File: config.mk
export PLATFORM = sky130hd
export DESIGN_NAME = regfile_wb_arbiter_flat
export DESIGN_NICKNAME = d
export VERILOG_FILES = /design/src/rtl/regfile_wb_arbiter_if.sv /design/src/rtl/regfile_wb_arbiter.sv /design/src/flat_wrapper.sv
export SDC_FILE = /design/constraint.sdc
export NUM_CORES = 1
export LEC_CHECK = 0
export ABC_AREA = 1
export CORE_UTILIZATION = 35
export CTS_CLUSTER_DIAMETER = 40
export DETAILED_ROUTE_END_ITERATION = 10
export PLACE_DENSITY_LB_ADDON = 0.08
export SLEW_MARGIN = 30
export SYNTH_ARGS = -nofsm -noshare
export SYNTH_HDL_FRONTEND = slang
export SYNTH_SLANG_ARGS = --single-unit
File: constraint.sdc
create_clock -name clk -period 2.25 [get_ports clk]
set_input_delay 0.45 -clock clk [delete_from_list [all_inputs] [get_ports clk]]
set_output_delay 0.45 -clock clk [all_outputs]
set_load 0.02 [all_outputs]
File: src/rtl/regfile_wb_arbiter_if.sv
// regfile_wb_arbiter_if
//   Bundles the two writeback request channels and the registered write port.
//   Parameters: DATA_W (write data width) and ADDR_W (register address width).
//   Signals:
//     req0_valid/req0_addr/req0_data/req0_ready   ALU writeback channel
//     req1_valid/req1_addr/req1_data/req1_ready   LSU writeback channel
//     WE3/AD3/WD3                                 register-file write port
//     last_gnt                                    most recently granted requester
//   Modports:
//     master  the requester side (drives requests, observes grants and writes)
//     slave   the arbiter side
interface regfile_wb_arbiter_if #(
  parameter int DATA_W = 32,
  parameter int ADDR_W = 5
);
  logic              req0_valid;
  logic [ADDR_W-1:0] req0_addr;
  logic [DATA_W-1:0] req0_data;
  logic              req0_ready;
  logic              req1_valid;
  logic [ADDR_W-1:0] req1_addr;
  logic [DATA_W-1:0] req1_data;
  logic              req1_ready;
  logic              WE3;
  logic [ADDR_W-1:0] AD3;
  logic [DATA_W-1:0] WD3;
  logic              last_gnt;

  modport master (
    output req0_valid, req0_addr, req0_data,
    output req1_valid, req1_addr, req1_data,
    input  req0_ready, req1_ready,
    input  WE3, AD3, WD3, last_gnt
  );

  modport slave (
    input  req0_valid, req0_addr, req0_data,
    input  req1_valid, req1_addr, req1_data,
    output req0_ready, req1_ready,
    output WE3, AD3, WD3, last_gnt
  );
endinterface

File: src/rtl/regfile_wb_arbiter.sv
// regfile_wb_arbiter
//   Shares the single register-file write port between the ALU (req0) and the
//   load/store unit (req1). Round-robin grant with valid/ready handshake and a
//   one-cycle registered write stage. Writes to x0 are accepted but absorbed.
//   Ports:
//     clk      clock, rising edge
//     rst_n    asynchronous active-low reset
//     bus      regfile_wb_arbiter_if.slave (request channels, WE3/AD3/WD3, last_gnt)
//   Optional feature macro: REGFILE_WB_BYPASS_EN
//     Adds rd_addr1/rd_addr2, rd_in1/rd_in2 inputs and rd_out1/rd_out2 outputs,
//     a combinational write-to-read bypass from the write stage.
module regfile_wb_arbiter #(
  parameter int DATA_W = 32,
  parameter int ADDR_W = 5
) (
  input  logic                clk,
  input  logic                rst_n,
  regfile_wb_arbiter_if.slave bus
`ifdef REGFILE_WB_BYPASS_EN
  ,
  input  logic [ADDR_W-1:0]   rd_addr1,
  input  logic [ADDR_W-1:0]   rd_addr2,
  input  logic [DATA_W-1:0]   rd_in1,
  input  logic [DATA_W-1:0]   rd_in2,
  output logic [DATA_W-1:0]   rd_out1,
  output logic [DATA_W-1:0]   rd_out2
`endif
);

  // PRI0: req0 wins a tie (last grant went to req1); PRI1: req1 wins a tie.
  typedef enum logic {PRI0, PRI1} state_t;

  state_t            state;
  state_t            state_next;
  logic              grant0;
  logic              grant1;
  logic              xfer;
  logic [ADDR_W-1:0] sel_addr;
  logic [DATA_W-1:0] sel_data;
  logic              we_q;
  logic [ADDR_W-1:0] ad_q;
  logic [DATA_W-1:0] wd_q;

  always_ff @(posedge clk or negedge rst_n) begin
    if (!rst_n) begin
      state <= PRI0;
    end else begin
      state <= state_next;
    end
  end

  // Grants depend only on the valids and the priority state, so ready never
  // feeds back on itself. The state flips only when a transfer happens.
  always_comb begin
    grant0     = 1'b0;
    grant1     = 1'b0;
    state_next = state;
    if (bus.req0_valid && bus.req1_valid) begin
      if (state == PRI0) begin
        grant0 = 1'b1;
      end else begin
        grant1 = 1'b1;
      end
    end else begin
      grant0 = bus.req0_valid;
      grant1 = bus.req1_valid;
    end
    if (grant0) begin
      state_next = PRI1;
    end else if (grant1) begin
      state_next = PRI0;
    end
  end

  assign xfer     = grant0 | grant1;
  assign sel_addr = grant1 ? bus.req1_addr : bus.req0_addr;
  assign sel_data = grant1 ? bus.req1_data : bus.req0_data;

  // x0 transfers complete the handshake but leave the write port idle;
  // AD3/WD3 only change when a real write is launched.
  always_ff @(posedge clk or negedge rst_n) begin
    if (!rst_n) begin
      we_q <= 1'b0;
      ad_q <= '0;
      wd_q <= '0;
    end else begin
      we_q <= xfer && (sel_addr != '0);
      if (xfer && (sel_addr != '0)) begin
        ad_q <= sel_addr;
        wd_q <= sel_data;
      end
    end
  end

  assign bus.req0_ready = grant0;
  assign bus.req1_ready = grant1;
  assign bus.WE3        = we_q;
  assign bus.AD3        = ad_q;
  assign bus.WD3        = wd_q;
  assign bus.last_gnt   = (state == PRI0);

`ifdef REGFILE_WB_BYPASS_EN
  // Forward the in-flight write to a reader of the same register in the same
  // cycle; x0 always reads the raw (zero) value.
  always_comb begin
    rd_out1 = rd_in1;
    rd_out2 = rd_in2;
    if (we_q && (ad_q == rd_addr1) && (rd_addr1 != '0)) begin
      rd_out1 = wd_q;
    end
    if (we_q && (ad_q == rd_addr2) && (rd_addr2 != '0)) begin
      rd_out2 = wd_q;
    end
  end
`endif

endmodule

File: src/flat_wrapper.sv
// flat-port wrapper written by rule: the top's interface ports become plain ports
module regfile_wb_arbiter_flat 
#(
  parameter int DATA_W = 32,
  parameter int ADDR_W = 5
)
  (clk, rst_n, bus_req0_valid, bus_req0_addr, bus_req0_data, bus_req1_valid, bus_req1_addr, bus_req1_data, bus_req0_ready, bus_req1_ready, bus_WE3, bus_AD3, bus_WD3, bus_last_gnt);
  regfile_wb_arbiter_if #(.DATA_W(DATA_W), .ADDR_W(ADDR_W)) bus_i ();
  input  logic clk;
  input  logic rst_n;
  input wire logic [$bits(bus_i.req0_valid)-1:0] bus_req0_valid;
  input wire logic [$bits(bus_i.req0_addr)-1:0] bus_req0_addr;
  input wire logic [$bits(bus_i.req0_data)-1:0] bus_req0_data;
  input wire logic [$bits(bus_i.req1_valid)-1:0] bus_req1_valid;
  input wire logic [$bits(bus_i.req1_addr)-1:0] bus_req1_addr;
  input wire logic [$bits(bus_i.req1_data)-1:0] bus_req1_data;
  output wire logic [$bits(bus_i.req0_ready)-1:0] bus_req0_ready;
  output wire logic [$bits(bus_i.req1_ready)-1:0] bus_req1_ready;
  output wire logic [$bits(bus_i.WE3)-1:0] bus_WE3;
  output wire logic [$bits(bus_i.AD3)-1:0] bus_AD3;
  output wire logic [$bits(bus_i.WD3)-1:0] bus_WD3;
  output wire logic [$bits(bus_i.last_gnt)-1:0] bus_last_gnt;
  assign bus_i.req0_valid = bus_req0_valid;
  assign bus_i.req0_addr = bus_req0_addr;
  assign bus_i.req0_data = bus_req0_data;
  assign bus_i.req1_valid = bus_req1_valid;
  assign bus_i.req1_addr = bus_req1_addr;
  assign bus_i.req1_data = bus_req1_data;
  assign bus_req0_ready = bus_i.req0_ready;
  assign bus_req1_ready = bus_i.req1_ready;
  assign bus_WE3 = bus_i.WE3;
  assign bus_AD3 = bus_i.AD3;
  assign bus_WD3 = bus_i.WD3;
  assign bus_last_gnt = bus_i.last_gnt;
  regfile_wb_arbiter #(.DATA_W(DATA_W), .ADDR_W(ADDR_W)) u_core (.clk(clk), .rst_n(rst_n), .bus(bus_i));
endmodule
* Word-level counts from Yosys, hierarchy flattened
Cells that the tools add are included.
Word-level totals: register bits after elaboration 39, output and inout bits 41, logic and storage cells 18
Operators by class: mux-type cells 8, bitwise gates (word level) 2, reductions and logical operators 4
Operator list (count):
- two-way mux 32 bit | 1
- two-way mux 1 bit | 6
- two-way mux 5 bit | 1
- nonzero test 5 bit | 1
- logical AND 1 bit | 2
- nonzero test 2 bit | 1
- NOT 1 bit | 1
- bitwise OR 1 bit | 1

* Depth between registers and ports, before layout
Gate-level depths: netlist of the first run.
word-level depth 5, depth in mapped cells 12, gate-level depth less buffers 10

* Worst setup path after synthesis of the first run
No wires, ideal clock.
kind reg2reg, start register u_core.state, end register u_core.wd_q[12] (netlist: u_core.bus.WD3[12]), library setup time 0.066 ns, arrival 1.481 ns, data required time 2.184 ns, setup slack 0.703 ns, stages on the path, launching flop included 13, buffers on the path 3, clock period less this slack 1.547 ns, cell sequence dfrtp_1 > inv_2 > nand2_4 > nand2_2 > buf_6 > nand2_1 > nand2_1 > nand2_1 > o21bai_2 > buf_6 > buf_8 > nand2_2 > nand2_1
On the way: word-level cells in the longest chain between the ends 5, elaborated cells between the ends (all ways) 9, those cells by class mux (6); bitwise (1); reduce/logical (2)
Ends and longest elaborated chain:
- start: declaration | line regfile_wb_arbiter.sv:33 | state_t state;
- start signal: assignment | line regfile_wb_arbiter.sv:48 | state <= state_next;
- two-way mux 1 bit | line regfile_wb_arbiter.sv:59 | if (state == PRI0) begin
- two-way mux 1 bit | line regfile_wb_arbiter.sv:58 | if (bus.req0_valid && bus.req1_valid) begin
- two-way mux 5 bit | line regfile_wb_arbiter.sv:76 | assign sel_addr = grant1 ? bus.req1_addr : bus.req0_addr;
- nonzero test 5 bit | line regfile_wb_arbiter.sv:88 | if (xfer && (sel_addr != '0)) begin
- logical AND 1 bit | line regfile_wb_arbiter.sv:88
- end signal: assignment | line regfile_wb_arbiter.sv:90 | wd_q <= sel_data;
- end: declaration | line regfile_wb_arbiter.sv:42 | logic [DATA_W-1:0] wd_q;
Parallel ways exist; a longest one is shown, timed or not. A chain may end at the register's enable or synchronous reset.

* Worst setup path after layout of the first run
start input bus_req0_valid, end output bus_req1_ready
On the way: word-level cells in the longest chain between the ends 2
Ends and longest elaborated chain:
- start: declaration | line flat_wrapper.sv:11 | input wire logic [$bits(bus_i.req0_valid)-1:0] bus_req0_valid;
- logical AND 1 bit | line regfile_wb_arbiter.sv:58
- two-way mux 1 bit | line regfile_wb_arbiter.sv:58
- end: declaration | line flat_wrapper.sv:18 | output wire logic [$bits(bus_i.req1_ready)-1:0] bus_req1_ready;
No other way between the ends.

==> results.tsv, run 1 <==
stage	metric	value	unit
setup_path	critical_path.max_stage_delay	0.48	ns
setup_path	crit_arrival	1.56	ns
finish	fill_cells	582	
setup_path	path_max_fanout	3	
synth	synth_area_leader_cell	dfrtp_1	
finish	final_common_cell	nand2_1	
placed_design	dp_slack	-0.0646	ns
power	p_per_area	575	mW/mm²
synth	yosysUniqueCellTypes	18	
cts	clock_path_buffers	2	
sta	fin_skew	0.00499	ns
finish	final_nets	504	
synth	yosysWarningCount	0	
floorplan	dieArea	0.00639	mm²
finish	syn_to_final_growth	64.2	%
sta	setup_viol	0	
min_path	min_path_cells	2	
cts	clock_sinks	39	
finish	drive_above_1_share	8.24	%
global_route	first_global_vias	2174	
floorplan	die_h	80.0	µm
synth	synth_area_leaders	dfrtp_1, nand2_1, nand3_1	
synth	ys_ff_latch	39	
outcome	outcome	finished, final reports clean	
sta	period_share	89.5	%
routing	vias_per_cell	4.53	
sta	hold_viol_final	0	
synth	yosysSeqAreaShare	45.9	%
min_path	holdCritPathClass	flop to flop	
placed_design	globalplace.congestion	0.730	
cts	clkTransAtPathRegs	0.07	ns
synth	syn_area	0.00213	mm²
setup_path	worst-path-buf-inv	3	
cts	h-tree-depth	2	
cts	cts_root_buf	clkbuf_8	
cts	cts_tree	built	
sta	slew_violations	0	
finish	final_area	0.00349	mm²
finish	layout_common_cells	nand2_1, clkdlybuf4s50_1, nand3_1, dfrtp_1, inv_1	
routing	wirelength	5810	µm
setup_path	rrSetupSlack	0.55	ns
floorplan	num_rows	28	
sta	fin_crit	2.01	ns
routing	drt-initial-drc-count	115	
power	p_leak	1.79	nW
global_route	grt_max_degree	37	
synth	synth_top_area_share	45.9	%
global_route	grt_pass1_wl	9380	µm
setup_path	path_cells	clkdlybuf4s50_1, nand2_4, nand2_2, inv_1, dlygate4sd2_1	
finish	finalNonFillerCells	500	
floorplan	io_pins	119	
routing	ant_nets	0	
min_path	hold_end	u_core.bus.WD3[26]$_DFFE_PN0P_	
setup_path	r2r_end	u_core.bus.WD3[25]$_DFFE_PN0P_	
power	power	2.01	mW
synth	syn_inst	305	
global_route	grt.overflow.total	0	
power	vdd_drop_max	0.337	mV
run	cap_violations	0	
cts	cts_setup_buffers	0	
synth	syn_nets	383	
setup_path	crit_required	1.80	ns
setup_path	start_kind	input pin	
placed_design	placed_area	0.00341	mm²
sta	tightest_slew	0.475	ns
routing	vias	2266	
setup_path	worstSetupPathType	input pin to output pin	
floorplan	start_util	36.1	%
sta	max_freq	0.497	GHz
placed_design	dp_cells	493	
floorplan	core_area	0.00589	mm²
routing	drc	0	
synth	postSynthAreaPerCell	6.97	µm²
setup_path	r2r_cells	11	
sta	fin_ws	0.237	ns
sta	fin_setup_tns	0	ns
min_path	min-delay-start	u_core.bus.WD3[26]$_DFFE_PN0P_	
cts	clk_latency	0.27	ns
global_route	grt_use_total	18.8	%
setup_path	cp_top_family	buffers and inverters	
setup_path	cp_slowest_cell	clkdlybuf4s50_1	
floorplan	die_x	80.0	µm
finish	diodes	0	
setup_path	endpoint_kind	output pin	
routing	dr.pass1.iters	4	
placed_design	dp_hpwl	4220	µm
sta	rsz0062_at_grt	no	
cts	cts_made_buffers	5	
sta	slew_headroom	68.3	%
placed_design	io_buffers	118	
setup_path	r2r_start	u_core.state$_DFFE_PN0P_	
routing	wl_per_cell	11.6	µm
global_route	antenna_found_initial	0	
[sequential cells by signal (all words and copies together) (netlist names)]
register / flops
u_core.bus.AD3: 5
u_core.state: 1
u_core.bus.WD3: 32
u_core.bus.WE3: 1
[cells by family (layout without fill, tap and decap cells)]
logic type             after synthesis  count (layout)  share of synthesized area (%)
flip-flops                          39              39                           45.9
buffers and inverters               33             153                           7.82
AO/OA/AOI/OAI                        3               3                           1.18
AND/OR/NAND/NOR                    230             230                           45.1
[layer usage]
layer / up-vias / share of wire (%) / track usage [%]
met1: 1028 / 43 / 21.1
met5: - / 0 / 0
li1: 1170 / - / -
met2: 64 / 51 / 35.0
met3: 4 / 5.9 / 5.03
met4: 0 / 0.64 / 4.11
[synthesized netlist by cell type]
master and count:
nand3b_1 2, clkbuf_1 6, or2_2 1, nand2_1 172, o21bai_2 1, nand2_2 12, buf_8 1, a21oi_1 1
nand3_1 39, inv_1 14, o21ai_2 1, clkinv_1 1, nor2_1 3, dfrtp_1 39, nand2_4 1, buf_2 7
buf_6 3, inv_2 1
[through the flow]
| step | utilization, % | hold WS, ns |
|---|---|---|
| floorplan | - | 0.154 |
| global placement | 58.0 | 0.254 |
| detailed placement | 58.0 | 0.254 |
| CTS | 59.4 | 0.476 |
| global route | 59.4 | 0.493 |
| finish | 59.4 | 0.475 |
[worst max-delay path by stage]
stage / start / to / slack, ns / cells after the start
after global placement: bus_req0_valid / bus_req1_ready / -0.06 / 5
final: bus_req0_valid / bus_req1_ready / 0.24 / 5
after global routing: bus_req0_valid / u_core.bus.WD3[6]$_DFFE_PN0P_ / 0.12 / 11
after CTS: bus_req0_valid / bus_req1_ready / 0.22 / 5
after floorplan: u_core.state$_DFFE_PN0P_ / u_core.bus.WD3[12]$_DFFE_PN0P_ / 0.70 / 12
after detailed placement: bus_req0_valid / bus_req1_ready / -0.06 / 5
[timing repair]
item,CTS,global route
hold buffers,1,0
gates resized for setup,2,0
endpoints found under the setup margin,2,0
hold endpoints to repair,3,0
[layout make-up]
type | instances | area (µm²) | area share, %
Inverter | 16 | 60.1 | 1.72
Sequential cell | 39 | 976 | 27.9
Tap cell | 75 | 93.8 | 2.69
Timing Repair Buffer | 131 | 1300 | 37.2
Clock buffer | 6 | 72.6 | 2.08
Multi-Input combinational cell | 233 | 992 | 28.4
[worst min-delay path: stages (launching register included)]
cell and delay [ns]:
dfrtp_1 0.34, nand2_1 0.06, nand2_1 0.05
[where the power goes]
part	total, mW	internal (mW)	switching (mW)
clock network	0.420	0.207	0.214
registers	0.845	0.792	0.0530
logic	0.744	0.382	0.363
total	2.01	1.38	0.629
Power figures use the tool's default switching activity.
==> run 2: changes to the inputs <==
--- a/config.mk
+++ b/config.mk
@@ -7,6 +7,7 @@
 export LEC_CHECK = 0
 export ABC_AREA = 1
 export CORE_UTILIZATION = 35
+export CTS_BUF_LIST = sky130_fd_sc_hd__clkbuf_2
 export CTS_CLUSTER_DIAMETER = 40
 export DETAILED_ROUTE_END_ITERATION = 10
 export PLACE_DENSITY_LB_ADDON = 0.08
==> results.tsv, run 2 (same netlist as run 1, synthesis figures left out) <==
stage	metric	value	unit	change
outcome	outcome	finished, final reports clean		
cts	cts_root_buf	clkbuf_2		
placed_design	placed_area	0.00341	mm²	unchanged
global_route	grt.overflow.total	0		unchanged
routing	ant_nets	0		unchanged
global_route	grt_pass1_wl	9380	µm	unchanged
floorplan	start_util	36.1	%	unchanged
setup_path	worstSetupPathType	input pin to output pin		
finish	drive_above_1_share	8.47	%	+0.24 points
cts	h-tree-depth	2		unchanged
routing	wl_per_cell	11.7	µm	+0.33%
finish	finalNonFillerCells	500		unchanged
sta	fin_setup_tns	0	ns	unchanged
routing	drt-initial-drc-count	76		-34%
placed_design	dp_cells	493		unchanged
sta	hold_ws	0.377	ns	-0.0976 ns
sta	setup_viol	0		unchanged
routing	wirelength	5830	µm	+0.33%
global_route	grt_max_degree	37		unchanged
global_route	first_global_vias	2155		-0.87%
setup_path	r2r_end	u_core.bus.WD3[25]$_DFFE_PN0P_		
floorplan	io_pins	119		unchanged
setup_path	crit_required	1.80	ns	about the same
finish	fill_cells	587		+0.86%
sta	slew_headroom	68.2	%	-0.16 points
setup_path	r2r_cells	11		unchanged
sta	fin_crit	2.01	ns	+0.00171 ns
finish	diodes	0		unchanged
sta	fin_ws	0.236	ns	-0.00171 ns
cts	cts_setup_buffers	0		unchanged
floorplan	die_x	80.0	µm	unchanged
sta	rsz0062_at_grt	no		
run	cap_violations	0		unchanged
global_route	grt_use_total	19.0	%	+0.24 points
floorplan	die_h	80.0	µm	unchanged
setup_path	rrSetupSlack	0.51	ns	-0.04 ns
cts	clkTransAtPathRegs	0.16	ns	+0.09 ns
placed_design	dp_hpwl	4220	µm	unchanged
sta	max_freq	0.496	GHz	about the same
routing	vias_per_cell	4.56		+0.71%
finish	final_area	0.00345	mm²	-1.2%
finish	layout_common_cells	nand2_1, clkdlybuf4s50_1, nand3_1, dfrtp_1, inv_1		
finish	final_common_cell	nand2_1		
power	power	1.87	mW	-6.9%
routing	drc	0		unchanged
cts	cts_tree	built		
placed_design	dp_slack	-0.0646	ns	unchanged
setup_path	endpoint_kind	output pin		
floorplan	core_area	0.00589	mm²	unchanged
power	vdd_drop_max	0.236	mV	-30%
placed_design	io_buffers	118		unchanged
finish	largest_reg_flops	32		unchanged
power	p_per_area	542	mW/mm²	-5.8%
cts	cts_made_buffers	5		unchanged
sta	period_share	89.5	%	about the same
setup_path	path_max_fanout	3		unchanged
floorplan	num_rows	28		unchanged
sta	tightest_slew	0.477	ns	+0.00241 ns
cts	clock_path_buffers	2		unchanged
sta	hold_viol_final	0		unchanged
setup_path	r2r_start	u_core.state$_DFFE_PN0P_		
routing	dr.pass1.iters	4		unchanged
routing	vias	2282		+0.71%
finish	syn_to_final_growth	62.2	%	
finish	final_util	58.6	%	-0.72 points
cts	clock_sinks	39		unchanged
sta	fin_skew	0.0138	ns	+0.00884 ns
power	p_leak	1.78	nW	-0.68%
setup_path	crit_arrival	1.56	ns	about the same
finish	final_nets	504		unchanged
setup_path	start_kind	input pin		
global_route	antenna_found_initial	0		unchanged
floorplan	dieArea	0.00639	mm²	unchanged
cts	clk_latency	0.38	ns	+0.11 ns
sta	slew_violations	0		unchanged
placed_design	globalplace.congestion	0.730		unchanged
min_path	holdCritPathClass	input pin to async pin		
[run 2: how the worst max path moves through the flow]
stage / depth (start not counted) / slack [ns] / from / to
2_1_floorplan: 12 / 0.70 / u_core.state$_DFFE_PN0P_ / u_core.bus.WD3[12]$_DFFE_PN0P_
3_3_place_gp: 5 / -0.06 / bus_req0_valid / bus_req1_ready
3_5_place_dp: 5 / -0.06 / bus_req0_valid / bus_req1_ready
4_1_cts: 5 / 0.22 / bus_req0_valid / bus_req1_ready
5_1_grt: 5 / 0.17 / bus_req0_valid / bus_req1_ready
6_report: 5 / 0.24 / bus_req0_valid / bus_req1_ready
[run 2: layer usage]
layer / share of wire (%) / track usage [%] / vias to the layer above
met5: 0 / 0 / -
met4: 1.1 / 5.54 / 0
met3: 6.7 / 5.37 / 7
met2: 49 / 34.6 / 71
met1: 43 / 21.4 / 1037
li1: - / - / 1167
[run 2: layout make-up]
cell class | count | area, µm² | area share, %
sequential | 39 | 976 | 28.3
clock buffer | 6 | 30.0 | 0.870
multi-input combinational | 233 | 992 | 28.8
inverter | 16 | 60.1 | 1.74
timing repair buffer | 131 | 1300 | 37.6
tap | 75 | 93.8 | 2.72
[run 2: repair_timing]
item	in CTS	in global routing
hold buffers	1	0
hold endpoints to repair	3	0
endpoints found under the setup margin	2	0
gates resized for setup	2	0
[run 2: power breakdown]
part           internal [mW]  switching (mW)  total (mW)
combinational          0.382           0.364       0.745
clock                 0.0703           0.211       0.281
sequential             0.791          0.0530       0.844
total                   1.24           0.628        1.87
[run 2: worst max-delay path: stages]
cell and delay (ns):
clkdlybuf4s50_1 0.48, nand2_4 0.10, nand2_2 0.05, inv_1 0.13
dlygate4sd2_1 0.36
